## config.mk

```make
export PLATFORM = sky130hd
export DESIGN_NAME = mem_sram_ctrl_flat
export DESIGN_NICKNAME = d
export VERILOG_FILES = /design/src/rtl/mem_sram_ctrl_if.sv /design/src/rtl/mem_sram_ctrl.sv /design/src/flat_wrapper.sv
export SDC_FILE = /design/constraint.sdc
export NUM_CORES = 1
export LEC_CHECK = 0
export ABC_AREA = 1
export CORE_MARGIN = 3
export CORE_UTILIZATION = 53
export DETAILED_ROUTE_END_ITERATION = 16
export PLACE_DENSITY = 0.94
export SYNTH_ARGS = -nofsm -noshare
export SYNTH_HDL_FRONTEND = slang
export SYNTH_SLANG_ARGS = --single-unit
```

## constraint.sdc

```tcl
create_clock -name clk -period 8.6 [get_ports clk]
set_input_delay 2.58 -clock clk [delete_from_list [all_inputs] [get_ports clk]]
set_output_delay 2.58 -clock clk [all_outputs]
set_load 0.005 [all_outputs]
```

## src/rtl/mem_sram_ctrl_if.sv

```systemverilog
// Pipeline-side bus of the MEM-stage data-memory controller.
//   master : pipeline (drives requests, receives load data and ready)
//   slave  : mem_sram_ctrl
//   mem_r_en / mem_w_en : load / store request, held while ready=0
//   address             : byte address (ALU result)
//   wr_data             : store data
//   rd_data             : registered load result
//   ready               : high when no access is in progress
interface mem_sram_ctrl_if #(
    parameter int unsigned ADDR_W = 32,
    parameter int unsigned DATA_W = 32
);
    logic              mem_r_en;
    logic              mem_w_en;
    logic [ADDR_W-1:0] address;
    logic [DATA_W-1:0] wr_data;
    logic [DATA_W-1:0] rd_data;
    logic              ready;

    modport master (
        output mem_r_en, mem_w_en, address, wr_data,
        input  rd_data, ready
    );

    modport slave (
        input  mem_r_en, mem_w_en, address, wr_data,
        output rd_data, ready
    );
endinterface

```

## src/rtl/mem_sram_ctrl.sv

```systemverilog
// MEM-stage data-memory controller: splits each 32-bit load/store into two
// 16-bit SRAM accesses (low half, then high half) and stalls the pipeline
// through ready while the access is in flight.
//   clk, rst        : clock, asynchronous active-high reset
//   bus (slave)     : pipeline request / load data / ready
//   sram_addr       : SRAM halfword address
//   sram_dq_out     : SRAM write data
//   sram_dq_oe      : high while the controller drives the SRAM data bus
//   sram_dq_in      : SRAM read data
//   sram_we_n       : active-low SRAM write strobe
module mem_sram_ctrl #(
    parameter int unsigned ADDR_W      = 32,
    parameter int unsigned DATA_W      = 32,
    parameter int unsigned SRAM_ADDR_W = 18,
    parameter int unsigned SRAM_DATA_W = 16,
    parameter int unsigned BASE_ADDR   = 1024,
    parameter int unsigned WAIT_CYCLES = 2
) (
    input  logic                   clk,
    input  logic                   rst,
    mem_sram_ctrl_if.slave         bus,
    output logic [SRAM_ADDR_W-1:0] sram_addr,
    output logic [SRAM_DATA_W-1:0] sram_dq_out,
    output logic                   sram_dq_oe,
    input  logic [SRAM_DATA_W-1:0] sram_dq_in,
    output logic                   sram_we_n
);
    localparam int unsigned IDX_W = SRAM_ADDR_W - 1;
    localparam int unsigned CNT_W = 4;

    typedef enum logic [2:0] {IDLE, RD_LO, RD_HI, WR_LO, WR_HI, DONE} state_e;

    state_e                 state_q, state_d;
    logic [CNT_W-1:0]       cnt_q;
    logic [IDX_W-1:0]       idx_q;
    logic [DATA_W-1:0]      wdata_q;
    logic [DATA_W-1:0]      rd_data_q;

    logic                   last_c;
    logic [IDX_W-1:0]       idx_in_c;
    logic [IDX_W-1:0]       idx_src;
    logic [DATA_W-1:0]      wdata_src;
    logic [SRAM_ADDR_W-1:0] addr_d;
    logic [SRAM_DATA_W-1:0] dq_out_d;
    logic                   oe_d;
    logic                   we_n_d;

    // Word index of the request: (address - BASE_ADDR) / 4, wrapping silently.
    assign idx_in_c = IDX_W'((bus.address - ADDR_W'(BASE_ADDR)) >> 2);
    assign last_c   = (cnt_q == CNT_W'(WAIT_CYCLES - 1));

    assign bus.rd_data = rd_data_q;
    assign bus.ready   = ((state_q == IDLE) && !bus.mem_r_en && !bus.mem_w_en)
                       || (state_q == DONE);

    // State register, counters, captures and registered SRAM outputs.
    always_ff @(posedge clk or posedge rst) begin
        if (rst) begin
            state_q     <= IDLE;
            cnt_q       <= '0;
            idx_q       <= '0;
            wdata_q     <= '0;
            rd_data_q   <= '0;
            sram_addr   <= '0;
            sram_dq_out <= '0;
            sram_dq_oe  <= 1'b0;
            sram_we_n   <= 1'b1;
        end else begin
            state_q     <= state_d;
            sram_addr   <= addr_d;
            sram_dq_out <= dq_out_d;
            sram_dq_oe  <= oe_d;
            sram_we_n   <= we_n_d;

            if (state_d != state_q) begin
                cnt_q <= '0;
            end else if (state_q != IDLE && state_q != DONE) begin
                cnt_q <= cnt_q + CNT_W'(1);
            end

            if (state_q == IDLE && state_d != IDLE) begin
                idx_q   <= idx_in_c;
                wdata_q <= bus.wr_data;
            end

            if (state_q == RD_LO && last_c) begin
                rd_data_q[SRAM_DATA_W-1:0] <= sram_dq_in;
            end
            if (state_q == RD_HI && last_c) begin
                rd_data_q[DATA_W-1:SRAM_DATA_W] <= sram_dq_in;
            end
        end
    end

    // Next-state logic; write wins when both enables are set.
    always_comb begin
        state_d = state_q;
        case (state_q)
            IDLE: begin
                if (bus.mem_w_en) begin
                    state_d = WR_LO;
                end else if (bus.mem_r_en) begin
                    state_d = RD_LO;
                end
            end
            RD_LO:   if (last_c) state_d = RD_HI;
            RD_HI:   if (last_c) state_d = DONE;
            WR_LO:   if (last_c) state_d = WR_HI;
            WR_HI:   if (last_c) state_d = DONE;
            DONE:    state_d = IDLE;
            default: state_d = IDLE;
        endcase
    end

    // SRAM outputs are decoded from the next state so the registered pins
    // line up with the state they belong to; on entry from IDLE the
    // not-yet-captured request fields are used directly.
    always_comb begin
        addr_d    = sram_addr;
        dq_out_d  = sram_dq_out;
        oe_d      = 1'b0;
        we_n_d    = 1'b1;
        idx_src   = (state_q == IDLE) ? idx_in_c : idx_q;
        wdata_src = (state_q == IDLE) ? bus.wr_data : wdata_q;
        case (state_d)
            RD_LO: addr_d = {idx_src, 1'b0};
            RD_HI: addr_d = {idx_src, 1'b1};
            WR_LO: begin
                addr_d   = {idx_src, 1'b0};
                dq_out_d = wdata_src[SRAM_DATA_W-1:0];
                oe_d     = 1'b1;
                we_n_d   = 1'b0;
            end
            WR_HI: begin
                addr_d   = {idx_src, 1'b1};
                dq_out_d = wdata_src[DATA_W-1:SRAM_DATA_W];
                oe_d     = 1'b1;
                we_n_d   = 1'b0;
            end
            default: ;
        endcase
    end
endmodule

```

## src/flat_wrapper.sv

```systemverilog
// flat-port wrapper written by rule: the top's interface ports become plain ports
module mem_sram_ctrl_flat 
#(
    parameter int unsigned ADDR_W      = 32,
    parameter int unsigned DATA_W      = 32,
    parameter int unsigned SRAM_ADDR_W = 18,
    parameter int unsigned SRAM_DATA_W = 16,
    parameter int unsigned BASE_ADDR   = 1024,
    parameter int unsigned WAIT_CYCLES = 2
)
  (clk, rst, sram_addr, sram_dq_out, sram_dq_oe, sram_dq_in, sram_we_n, bus_mem_r_en, bus_mem_w_en, bus_address, bus_wr_data, bus_rd_data, bus_ready);
  mem_sram_ctrl_if #(.ADDR_W(ADDR_W), .DATA_W(DATA_W)) bus_i ();
  input  logic clk;
  input  logic rst;
  output logic [SRAM_ADDR_W-1:0] sram_addr;
  output logic [SRAM_DATA_W-1:0] sram_dq_out;
  output logic sram_dq_oe;
  input  logic [SRAM_DATA_W-1:0] sram_dq_in;
  output logic sram_we_n;
  input wire logic [$bits(bus_i.mem_r_en)-1:0] bus_mem_r_en;
  input wire logic [$bits(bus_i.mem_w_en)-1:0] bus_mem_w_en;
  input wire logic [$bits(bus_i.address)-1:0] bus_address;
  input wire logic [$bits(bus_i.wr_data)-1:0] bus_wr_data;
  output wire logic [$bits(bus_i.rd_data)-1:0] bus_rd_data;
  output wire logic [$bits(bus_i.ready)-1:0] bus_ready;
  assign bus_i.mem_r_en = bus_mem_r_en;
  assign bus_i.mem_w_en = bus_mem_w_en;
  assign bus_i.address = bus_address;
  assign bus_i.wr_data = bus_wr_data;
  assign bus_rd_data = bus_i.rd_data;
  assign bus_ready = bus_i.ready;
  mem_sram_ctrl #(.ADDR_W(ADDR_W), .DATA_W(DATA_W), .SRAM_ADDR_W(SRAM_ADDR_W), .SRAM_DATA_W(SRAM_DATA_W), .BASE_ADDR(BASE_ADDR), .WAIT_CYCLES(WAIT_CYCLES)) u_core (.clk(clk), .rst(rst), .bus(bus_i), .sram_addr(sram_addr), .sram_dq_out(sram_dq_out), .sram_dq_oe(sram_dq_oe), .sram_dq_in(sram_dq_in), .sram_we_n(sram_we_n));
endmodule
```

* Word level (Yosys, flattened, before mapping)
Cells that the tools add are included.
** Operators by class
- Mux-type cells :: 14
- Eq/ne operators :: 12
- Add/subtract/negate cells :: 2
- Reductions and logical operators :: 19
** Operators by type and width (number)
- $pmux W18 S2 :: 1
- $mux W32 :: 1
- $pmux W16 S2 :: 1
- $sub A19 B11 Y19 const B :: 1
- $mux W17 :: 1
- $mux W3 :: 5
- $eq A3 B2 Y1 const B :: 4
- $pmux W3 S4 :: 1
- $eq A3 B3 Y1 const B :: 3
- $mux W4 :: 2
- $reduce_or A2 Y1 :: 4
- $eq A3 B1 Y1 const B :: 2
- $logic_and A1 B1 Y1 :: 6
- $reduce_bool A2 Y1 :: 3
- $reduce_bool A3 Y1 :: 2
- $add A4 B1 Y4 const B :: 1
- $eq A4 B1 Y1 const B :: 1
- $logic_not A3 Y1 :: 1
- $ne A3 B3 Y1 :: 1
- $ne A3 B3 Y1 const B :: 1
- $logic_not A1 Y1 :: 2
- $mux W1 :: 2
- $logic_or A1 B1 Y1 :: 1
** Storage, ports and cells
- Output and inout bits :: 69
- Register bits :: 124
- Input port bits :: 84

* Longest topological paths before layout
- Depth in word-level cells :: 6
- Gate-level depth with buffers :: 12
- Depth with buffers taken out :: 11

* Least setup slack after synthesis
No wires, ideal clock.
- Kind :: input-to-output
- From :: input bus_mem_w_en
- To :: output bus_ready
- Path slack :: 3.146 ns
- Data required time :: 6.020 ns
- Data arrival time :: 2.874 ns
- Cell stages on the path :: 3
- Cells stage by stage :: inv_1 nand2_1 o21ai_0
** On the way
- Longest elaborated chain between the ends :: 3
** Ends and longest elaborated chain
- start, declared :: RTL line flat_wrapper.sv:21 : input wire logic [$bits(bus_i.mem_w_en)-1:0] bus_mem_w_en;
- $logic_not A1 Y1 :: RTL line mem_sram_ctrl.sv:53 : assign bus.ready = ((state_q == IDLE) && !bus.mem_r_en && !bus.mem_w_en)
- $logic_and A1 B1 Y1 :: RTL line mem_sram_ctrl.sv:53
- $logic_or A1 B1 Y1 :: RTL line mem_sram_ctrl.sv:54 : || (state_q == DONE);
- end, declared :: RTL line flat_wrapper.sv:25 : output wire logic [$bits(bus_i.ready)-1:0] bus_ready;
Every way passes these cells.

* Worst setup path in the final report
- From :: input bus_mem_r_en
- To :: output bus_ready
** On the way
- Longest elaborated chain between the ends :: 4
** Ends and longest elaborated chain
- start, declared :: RTL line flat_wrapper.sv:20 : input wire logic [$bits(bus_i.mem_r_en)-1:0] bus_mem_r_en;
- $logic_not A1 Y1 :: RTL line mem_sram_ctrl.sv:53
- $logic_and A1 B1 Y1 (2 in a row) :: RTL line mem_sram_ctrl.sv:53
- $logic_or A1 B1 Y1 :: RTL line mem_sram_ctrl.sv:54
Every way passes these cells.

==> reports/metrics.cfg <==
[drt]
met3WireLength_um = 1530
drtIter0Drc = 617
viasPerCell = 5.45
m1WireLength_um = 5900
route.detailed.wl_per_inst_um = 15.7
dr_total_vias = 5302
drc = 0
routed-wl-met2_um = 7430
top_layer_used = met4
ant_nets = 0
wl_um = 15300
drt_pass1_iterations = 7

[floorplan]
core_area_um2 = 10500
die_h_um = 110
start_util_pct = 55.0
dieArea_um2 = 12100
top_level_ports = 153
num_rows = 37
fp.dieW_um = 110

[place]
numPortBuffers = 137
dpl_cell_area_um2 = 7130
hpwlAfterDp_um = 9460
place_congestion = 0.885

[timing]
max_freq_ghz = 0.155
holdWs_ns = 0.480
worst_slew_pin_slew_ns = 1.05
setup-tns-final_ns = 0
slew_headroom_pct = 29.9
fin_skew_ns = 0.0118
fin_crit_sh_pct = 74.9
rsz0062_at_grt = false
period_needed_ns = 6.44
finalHoldViolations = 0
setup_viol = 0
maxSlewViolCount = 0

[synth]
syn_nets = 789
synth_area_um2 = 5760
synthArstFlopShare_pct = 100
synth_edf_count = 0
synth_cells = 702
synth.avg_cell_area_um2 = 8.20
yosysWarnings = 0
ys.flop_type = dfrtp_1
ys_seq_area_share_pct = 53.9
synth-seq-cells = 124
synthDistinctLibCells = 30

[status]
status = finished clean

[cts]
cts_root_buf = clkbuf_8
post_cts_buffers = 0
cts_tree = yes
ctsHoldBuffers = 0
htree_levels = 4
post_cts_resized = 0
path_clk_slew_ns = 0.06
clockBufferDepth = 2
clock_sinks = 124
clkLatencyLatePin_ns = 0.52
numCtsBuffers = 17

[critical_path]
crit_required_ns = 6.02
crit_path_max_fanout = 2
cp-end-kind = primary output
worstPathArrival_ns = 3.86
crit_type = in2out
cp-start-kind = primary input

[finish]
n_antenna_cell = 0
regArea_um2 = 3100
final_design_area_no_fill_um2 = 7720
multiInputGateArea_um2 = 2170
areaGrowthSynthToFinish_pct = 34.2
layout_commonest_cell = nand2_1
drive_gt1_share_pct = 6.93
fillers = 697
final_cell_mix = nand2_1, clkdlybuf4s50_1, dfrtp_1, o21ai_0, inv_1
nets = 911

[power]
ir_drop_v = 0.000279
p_leak_nw = 3.80
power_density_nw_per_um2 = 410

[global_routing]
grt_util_all_layers_pct = 26.4
grt_pass1_wl_um = 24700
gr-total-overflow = 0
antenna_found_initial = 0
grt_pass1_vias = 5098
grt_max_degree = 92

[job]
cap_violations = 0

[worst_hold_path]
hp-class = reg2reg

## where the power goes
part | leakage [nW] | internal [mW] | total (mW) | switching [mW]
clock | 0.285 | 0.427 | 0.704 | 0.277
sequential | 1.54 | 0.875 | 1.04 | 0.169
combinational | 1.98 | 0.581 | 1.42 | 0.838
## through the flow
| step | util (%) | power (mW) | std cells | worst slack, ns |
|---|---|---|---|---|
| 6_report | 73.8 | 3.17 | 973 | 2.16 |
| 5_1_grt | 73.8 | 3.41 | 973 | 2.04 |
| 2_1_floorplan | - | 1.90 | 702 | 2.72 |
| 4_1_cts | 73.8 | 3.17 | 973 | 2.17 |
| 3_5_place_dp | 68.2 | 2.42 | 941 | 2.19 |
| 3_3_place_gp | 68.2 | 2.35 | 941 | 2.19 |
## logic make-up after synthesis
group                      synth area share, %
and+or+nand+nor                           24.1
AOI/OAI and AO/OA                         11.7
DFF                                       53.9
buffers and inverters                     8.43
xor gates and xnor gates                  1.22
adders and majority gates                0.652
## critical path, cell delays in order
cell and delay [ns]:
clkdlybuf4s50_1 0.41, inv_1 0.07, nand2_1 0.08, o21ai_0 0.17, clkdlybuf4s50_1 0.55
## flip-flops by register name, summed over array words and instances, names as in the netlist
| name | count |
|---|---|
| u_core.bus.rd_data | 32 |
| u_core.wdata_q | 32 |
| u_core.sram_addr | 18 |
| u_core.idx_q | 17 |
| u_core.sram_dq_out | 16 |
| u_core.cnt_q | 4 |
| u_core.state_q | 3 |
| u_core.sram_dq_oe | 1 |
| u_core.sram_we_n | 1 |
## synth_stat cells (4+ instances only)
cell type / count / area [um^2]
buf_4: 5 / 37.5
buf_2: 9 / 45.0
nand2_1: 214 / 803
inv_1: 73 / 274
nand4_1: 17 / 106
o21ai_1: 4 / 20.0
inv_2: 5 / 18.8
xor2_1: 7 / 61.3
o21ai_0: 120 / 601
nor2_1: 17 / 63.8
clkbuf_1: 19 / 71.3
nand2_2: 5 / 31.3
nor2_2: 4 / 25.0
nand3_1: 59 / 295
dfrtp_1: 123 / 3080
## cell type report
class                           count  share of cell area (%)
Clock buffer                       19                    5.59
Clock inverter                     13                    2.01
Inverter                           78                    3.82
Multi-Input combinational cell    463                    28.1
Sequential cell                   124                    40.2
Tap cell                          136                    2.20
Timing Repair Buffer              140                    18.1
## metal layers
layer  global-route usage [%]  up-vias
li1                         -     2493
met1                     33.5     2480
met2                     42.9      292
met3                     8.10       37
met4                     9.41        0
met5                        0        -
## path summary, 6_finish.rpt
check                      depth (start not counted)  slack (ns)                             from                           endpoint
max                                                5        2.16                     bus_mem_r_en                          bus_ready
min                                                2        0.48  u_core.sram_addr[0]$_DFFE_PP0P_    u_core.sram_addr[0]$_DFFE_PP0P_
max reg2reg                                       11        5.79      u_core.cnt_q[1]$_DFFE_PP0P_  u_core.sram_dq_out[0]$_DFFE_PP0N_
min reg2reg                                        2        0.48  u_core.sram_addr[0]$_DFFE_PP0P_    u_core.sram_addr[0]$_DFFE_PP0P_
max in group asynchronous                          3        4.76                              rst  u_core.bus.rd_data[7]$_DFFE_PP0P_
min in group asynchronous                          2        2.49                              rst        u_core.idx_q[1]$_DFFE_PP0P_
Note: power is estimated with default switching activity, not from simulation.
